==> src/rtl/seq_divider.sv <==
// Restoring shift-subtract divider: one quotient bit per clock, n iterations per operation.
// A zero divisor skips iteration and returns an all-ones quotient with the dividend as remainder.
module seq_divider #(
  parameter int n = 8
) (
  input  logic         clk,
  input  logic         rst_n,
  input  logic         req,
  input  logic [n-1:0] dividend,
  input  logic [n-1:0] divisor,
  output logic [n-1:0] quotient,
  output logic [n-1:0] remainder,
  output logic         ack,
  output logic         busy,
  output logic         div_by_zero
);

  localparam int CW = $clog2(n + 1);

  typedef enum logic {
    IDLE,
    COMPUTE
  } state_t;

  state_t         state;
  state_t         state_next;
  logic [n-1:0]   q_reg;
  logic [n-1:0]   d_reg;
  logic [n:0]     r_reg;
  logic [CW-1:0]  cnt;
  logic           dbz_reg;
  logic           start;
  logic           step;
  logic [n+1:0]   r_wide;
  logic [n+1:0]   trial;
  logic           borrow;

  always_ff @(posedge clk or negedge rst_n) begin
    if (!rst_n) begin
      state <= IDLE;
    end else begin
      state <= state_next;
    end
  end

  // ack is decoded purely from the state register and the counter
  always_comb begin
    state_next = state;
    start      = 1'b0;
    step       = 1'b0;
    ack        = 1'b0;
    busy       = 1'b0;
    case (state)
      IDLE: begin
        if (req) begin
          start      = 1'b1;
          state_next = COMPUTE;
        end
      end
      COMPUTE: begin
        busy = 1'b1;
        if (cnt == '0) begin
          ack        = 1'b1;
          state_next = IDLE;
        end else if (!dbz_reg) begin
          step = 1'b1;
        end
      end
      default: state_next = IDLE;
    endcase
  end

  // {R,Q} shifted left by one, with the trial subtraction one bit wider to expose the borrow
  always_comb begin
    r_wide = {r_reg, q_reg[n-1]};
    trial  = r_wide - {2'b00, d_reg};
    borrow = trial[n+1];
  end

  always_ff @(posedge clk or negedge rst_n) begin
    if (!rst_n) begin
      q_reg   <= '0;
      r_reg   <= '0;
      d_reg   <= '0;
      cnt     <= '0;
      dbz_reg <= 1'b0;
    end else if (start) begin
      d_reg   <= divisor;
      dbz_reg <= (divisor == '0);
      if (divisor == '0) begin
        q_reg <= '1;
        r_reg <= {1'b0, dividend};
        cnt   <= '0;
      end else begin
        q_reg <= dividend;
        r_reg <= '0;
        cnt   <= CW'(n);
      end
    end else if (step) begin
      r_reg <= borrow ? r_wide[n:0] : trial[n:0];
      q_reg <= {q_reg[n-2:0], ~borrow};
      cnt   <= cnt - CW'(1);
    end
  end

  assign quotient    = q_reg;
  assign remainder   = r_reg[n-1:0];
  assign div_by_zero = dbz_reg;

endmodule

==> config.mk <==
export PLATFORM = sky130hd
export DESIGN_NAME = seq_divider
export DESIGN_NICKNAME = d
export VERILOG_FILES = /design/src/rtl/seq_divider.sv
export SDC_FILE = /design/constraint.sdc
export NUM_CORES = 1
export LEC_CHECK = 0
export CAP_MARGIN = 20
export CORE_MARGIN = 3
export CORE_UTILIZATION = 56
export DETAILED_ROUTE_END_ITERATION = 8
export PLACE_DENSITY_LB_ADDON = 0.05
export SLEW_MARGIN = 15
export SYNTH_ARGS = -nofsm -noshare
export SYNTH_HDL_FRONTEND = slang
export SYNTH_SLANG_ARGS = --single-unit
==> constraint.sdc <==
create_clock -name clk -period 5.8 [get_ports clk]
set_input_delay 1.16 -clock clk [delete_from_list [all_inputs] [get_ports clk]]
set_output_delay 1.16 -clock clk [all_outputs]
set_load 0.01 [all_outputs]
### Word-level counts from Yosys, hierarchy flattened

Index checks and enable logic that the tools add are counted.

* flip-flop bits (word level): 31
* latch bits: 0
* memory bits (writable): 0
* memory bits (read-only): 0
* output and inout port bits: 19
* word-level logic and storage cells: 33
* memories: 0

* add/subtract/negate cells: 2
* multiply operators: 0
* divide/modulo/power cells: 0
* $lt $le $gt $ge: 0
* equal/unequal tests: 0
* shifts and indexed selects: 0
* mux-type cells: 20
* bitwise gates (word level): 2
* reduce and logical (&&, ||, !) cells: 3

Operator list (count)
* two-way mux 8 bit: 4
* two-way mux 9 bit: 3
* two-way mux 4 bit: 3
* subtractor 10 x 8 -> 10 bit: 1
* two-way mux 1 bit: 9
* logical NOT 8 bit: 1
* logical NOT 4 bit: 1
* subtractor 4 x 1 -> 4 bit (second input constant): 1
* inverter 1 bit: 2
* one-hot mux 1 bit (2 select lines): 1
* nonzero test 2 bit: 1

### Depth between registers and ports, before layout

* word-level depth: 5
* mapped depth: 9
* depth with buffers taken out: 9

### Least setup slack after synthesis

Ideal clock, no wire load.

* path type: input port to flip-flop
* start point: input port divisor[1]
* end point: register r_reg[3]
* library setup time: 87 ps
* data arrival time: 2331 ps
* slack: 3382 ps
* stages: 6
* cell sequence: nor4_1 nand2_1 nor2_1 clkbuf_1 nand2_1 a22oi_1

* cells in the longest elaborated chain, start to end: 3

Ends and longest elaborated chain
* start: declaration: line 10 `input logic [n-1:0] divisor,`
* logical NOT 8 bit: line 90 `if (divisor == '0) begin`
* two-way mux 8 bit: line 90
* two-way mux 9 bit: line 87 `end else if (start) begin`
* end signal: assignment: line 92 `r_reg <= {1'b0, dividend};`
* end signal: assignment: line 100 `r_reg <= borrow ? r_wide[n:0] : trial[n:0];`
* end: declaration: line 29 `logic [n:0] r_reg;`

Every way passes these cells.
A chain may end at the register's enable or synchronous reset.

### Final worst setup path

* start point: input port req
* end point: register r_reg[6]

* cells in the longest elaborated chain, start to end: 3
* elaborated cells between the ends (all ways): 4
* those cells by class: mux (3); reduce/logical (1)

Ends and longest elaborated chain
* start: declaration: line 8 `input logic req,`
* two-way mux 1 bit (*): line 55 `if (req) begin`
* two-way mux 1 bit (*): line 53 `case (state)`
* two-way mux 9 bit or nonzero test 2 bit (tied branches)

Mark *: on every way between the ends. The rest lies on a longest branch, timed or not.

==> summary.md <==
| Metric | Value |
|---|---|
| Status | `complete, no violations` |
| DRC | `0` |
| Worst EP arrival | `3.26 ns` |
| Sequential area share after synthesis | `39.5%` |
| Grt total ovfl | `0` |
| CTS root buf | `clkbuf_4` |
| Origin of the critical flop-to-flop path | `r_reg[6]` |
| LEAKAGE | `1.04 nW` |
| XOR/XNOR Fraction of Synth Area | `3.51%` |
| Synth area leader | `dfrtp_1` |
| Initial antenna violation count | `0` |
| Top-count cell post-synth | `nand2_1` |
| Avg WL per Cell | `15.1 um` |
| Worst-path fanout max | `29` |
| Synth Area in Compound Gates | `22.5%` |
| Gr usage total | `23.7%` |
| HPWL after DPL | `3.39 mm` |
| ANT nets after route | `0` |
| DRT iter0 DRCs | `127` |
| Max-cap viol count | `0` |
| Post-Route WL | `4.62 mm` |
| CTS tree | `built` |
| Max reg flops | `9` |
| Die H | `65.2 um` |
| Main combinational cell family by area after synthesis | `compound AO/OA/AOI/OAI gates` |
| Fillers | `269` |
| Number of global-route vias before repair | `1686` |
| Multiplexer share of the synthesized area | `1.53%` |
| FF+latch count, synth | `31` |
| Worst Setup SP | `req` |
| Worst Setup Slack, final | `2.80 ns` |
| Layout area overhead | `21.9%` |
| Maximum VDD drop | `344 uV` |
| Ys async rst share | `100%` |
| R2r worst-path depth | `7` |
| Final hold violation count | `0` |
| Fin. max-slew vios | `0` |
| Final setup vio count | `0` |
| Count of different cell masters after synthesis | `39` |
| R2r endpoint | `r_reg[4]` |
| Worst-path clk slew | `0.10 ns` |
| Global-route wire length before repair | `7.75 mm` |
| TritonCTS Buffers | `5` |
| Clk_lat worst skew | `0.34 ns` |
| DIE AREA | `0.00425 mm^2` |
| CP Class | `input pin to flop` |
| Routability cong. | `0.852` |
| Initial Util | `61.3%` |
| CORE AREA | `0.00320 mm^2` |
| Slowest-stage cell, CP | `nand2b_1` |
| Dpl ws | `2.44 ns` |
| Ports | `38` |
| Tot Pwr | `1.72 mW` |
| Postcts setup bufs | `0` |
| Die Wd | `65.2 um` |
| Tmin final | `3.00 ns` |
| Worst-case clock buffer depth | `2` |
| Crit start category | `input pin` |
| Final Skew | `0.00806 ns` |
| Drt pass-1 iters | `4` |
| Setup TNS | `0 ns` |
| Layout cells sized above 1 | `6.13%` |
| Post-Syn Nets | `259` |
| Netlist Area Pre-Place | `0.00196 mm^2` |
| Worst stage delay on the critical path | `0.51 ns` |
| Ant. Diodes | `0` |
| RSZ-0062 raised after global routing | `no` |
| Cell Pwr Density | `719 mW/mm^2` |
| H-tree depth | `2` |
| Clk sinks | `31` |
| Maximum clock frequency | `0.333 GHz` |
| Flop-to-flop setup slack | `3.28 ns` |
| Gate count of the mapped netlist | `229` |
| CTS resizes | `0` |
| Max_slew headroom | `35.3%` |
| Dominant cells by area after synthesis | `dfrtp_1, nand2_1, ha_1` |
| Post-synthesis adder-cell area fraction | `7.39%` |
| Post-Syn Area per Cell | `8.57 um^2` |
| Hold crit path type | `flop to flop` |
| Synth cell count leaders | `nand2_1, dfrtp_1, o21ai_0` |
| Via count | `1755` |
| CP endpoint | `r_reg[6]` |
| Critical-path cell list | `clkdlybuf4s50_1 > nand2b_1 > nor2_1 > buf_4 > a21o_1 > o21ai_0 > a211oi_1` |
| EDFF count, synth | `0` |
| Port buffer count | `37` |
| CTS Hold Bufs | `0` |
| Warning count from the yosys run | `0` |
| Worst-Margin Slew | `0.971 ns` |
| Site row count | `20` |
| CP required | `6.06 ns` |
| Largest net degree at the start of global routing | `32` |
| Post-synth top area share | `39.5%` |
| Tcrit/Tclk final | `51.8%` |
| Vias per inst | `5.75` |
| Post-Synth Simple-Gate Area | `18.3%` |
| Primary FF master, synth | `dfrtp_1` |
| Crit path capture type | `flop` |
| Fin nets | `290` |
| Worst hold slack | `0.505 ns` |
[cells in the final DEF, fill, tap and decap left out, types with 5 or more instances in the layout]
master,n
a21oi_1,10
o21ai_0,21
clkbuf_4,5
inv_1,13
nand2_1,38
o21a_1,5
clkdlybuf4s50_1,37
a31oi_1,9
dfrtp_1,31
ha_1,10
nor2_1,17
nor3_1,9
[worst min path at each step]
| stage | from | to | slack (ns) | cells after the start |
|---|---|---|---|---|
| 6_report | d_reg[0] | d_reg[0] | 0.51 | 2 |
| 5_1_grt | d_reg[0] | d_reg[0] | 0.55 | 2 |
| 3_5_place_dp | d_reg[0] | d_reg[0] | 0.49 | 2 |
| 3_3_place_gp | d_reg[0] | d_reg[0] | 0.48 | 2 |
| 2_1_floorplan | d_reg[0] | d_reg[0] | 0.45 | 2 |
| 4_1_cts | d_reg[0] | d_reg[0] | 0.51 | 2 |
[metal layers]
metal  part of all wire [%]  vias up  global-route usage (%)
li1                       -      868                       -
met1                     45      823                    31.4
met2                     48       55                    38.2
met3                    6.2        9                    6.50
met4                    1.3        0                    6.48
met5                      0        -                       0
[worst max-delay path: cells and delay by family]
kind | cells | cell delay [ns]
simple gates | 2 | 0.92
compound gates | 3 | 0.42
buf+inv | 2 | 0.75
[layout make-up]
cell class / count / area (um^2) / area share (%)
Timing Repair Buffer: 41 / 400 / 16.7
Multi-Input combinational cell: 168 / 1040 / 43.6
Clock buffer: 8 / 68.8 / 2.88
Sequential cell: 31 / 776 / 32.4
Tap cell: 44 / 55.1 / 2.30
Inverter: 13 / 48.8 / 2.04
[cells by family after synthesis]
family,after synthesis
xor+xnor,7
buf+inv,30
flops,31
fa+ha+maj,11
compound gates,67
mux,3
simple gates,80
[where the power goes]
group	total, mW	switching [mW]	internal (mW)
clock network	0.148	0.0767	0.0713
registers	0.433	0.0957	0.338
logic	1.14	0.607	0.534
total	1.72	0.779	0.943
[through the flow]
step                      util (%)  area [um^2]  cells
final                         74.7         2390    305
after global routing          74.7         2390    305
after CTS                     74.7         2390    305
after detailed placement      72.6         2320    297
after global placement        72.6         2320    297
after floorplan                  -         1960    229
Power figures use the tool's default switching activity.
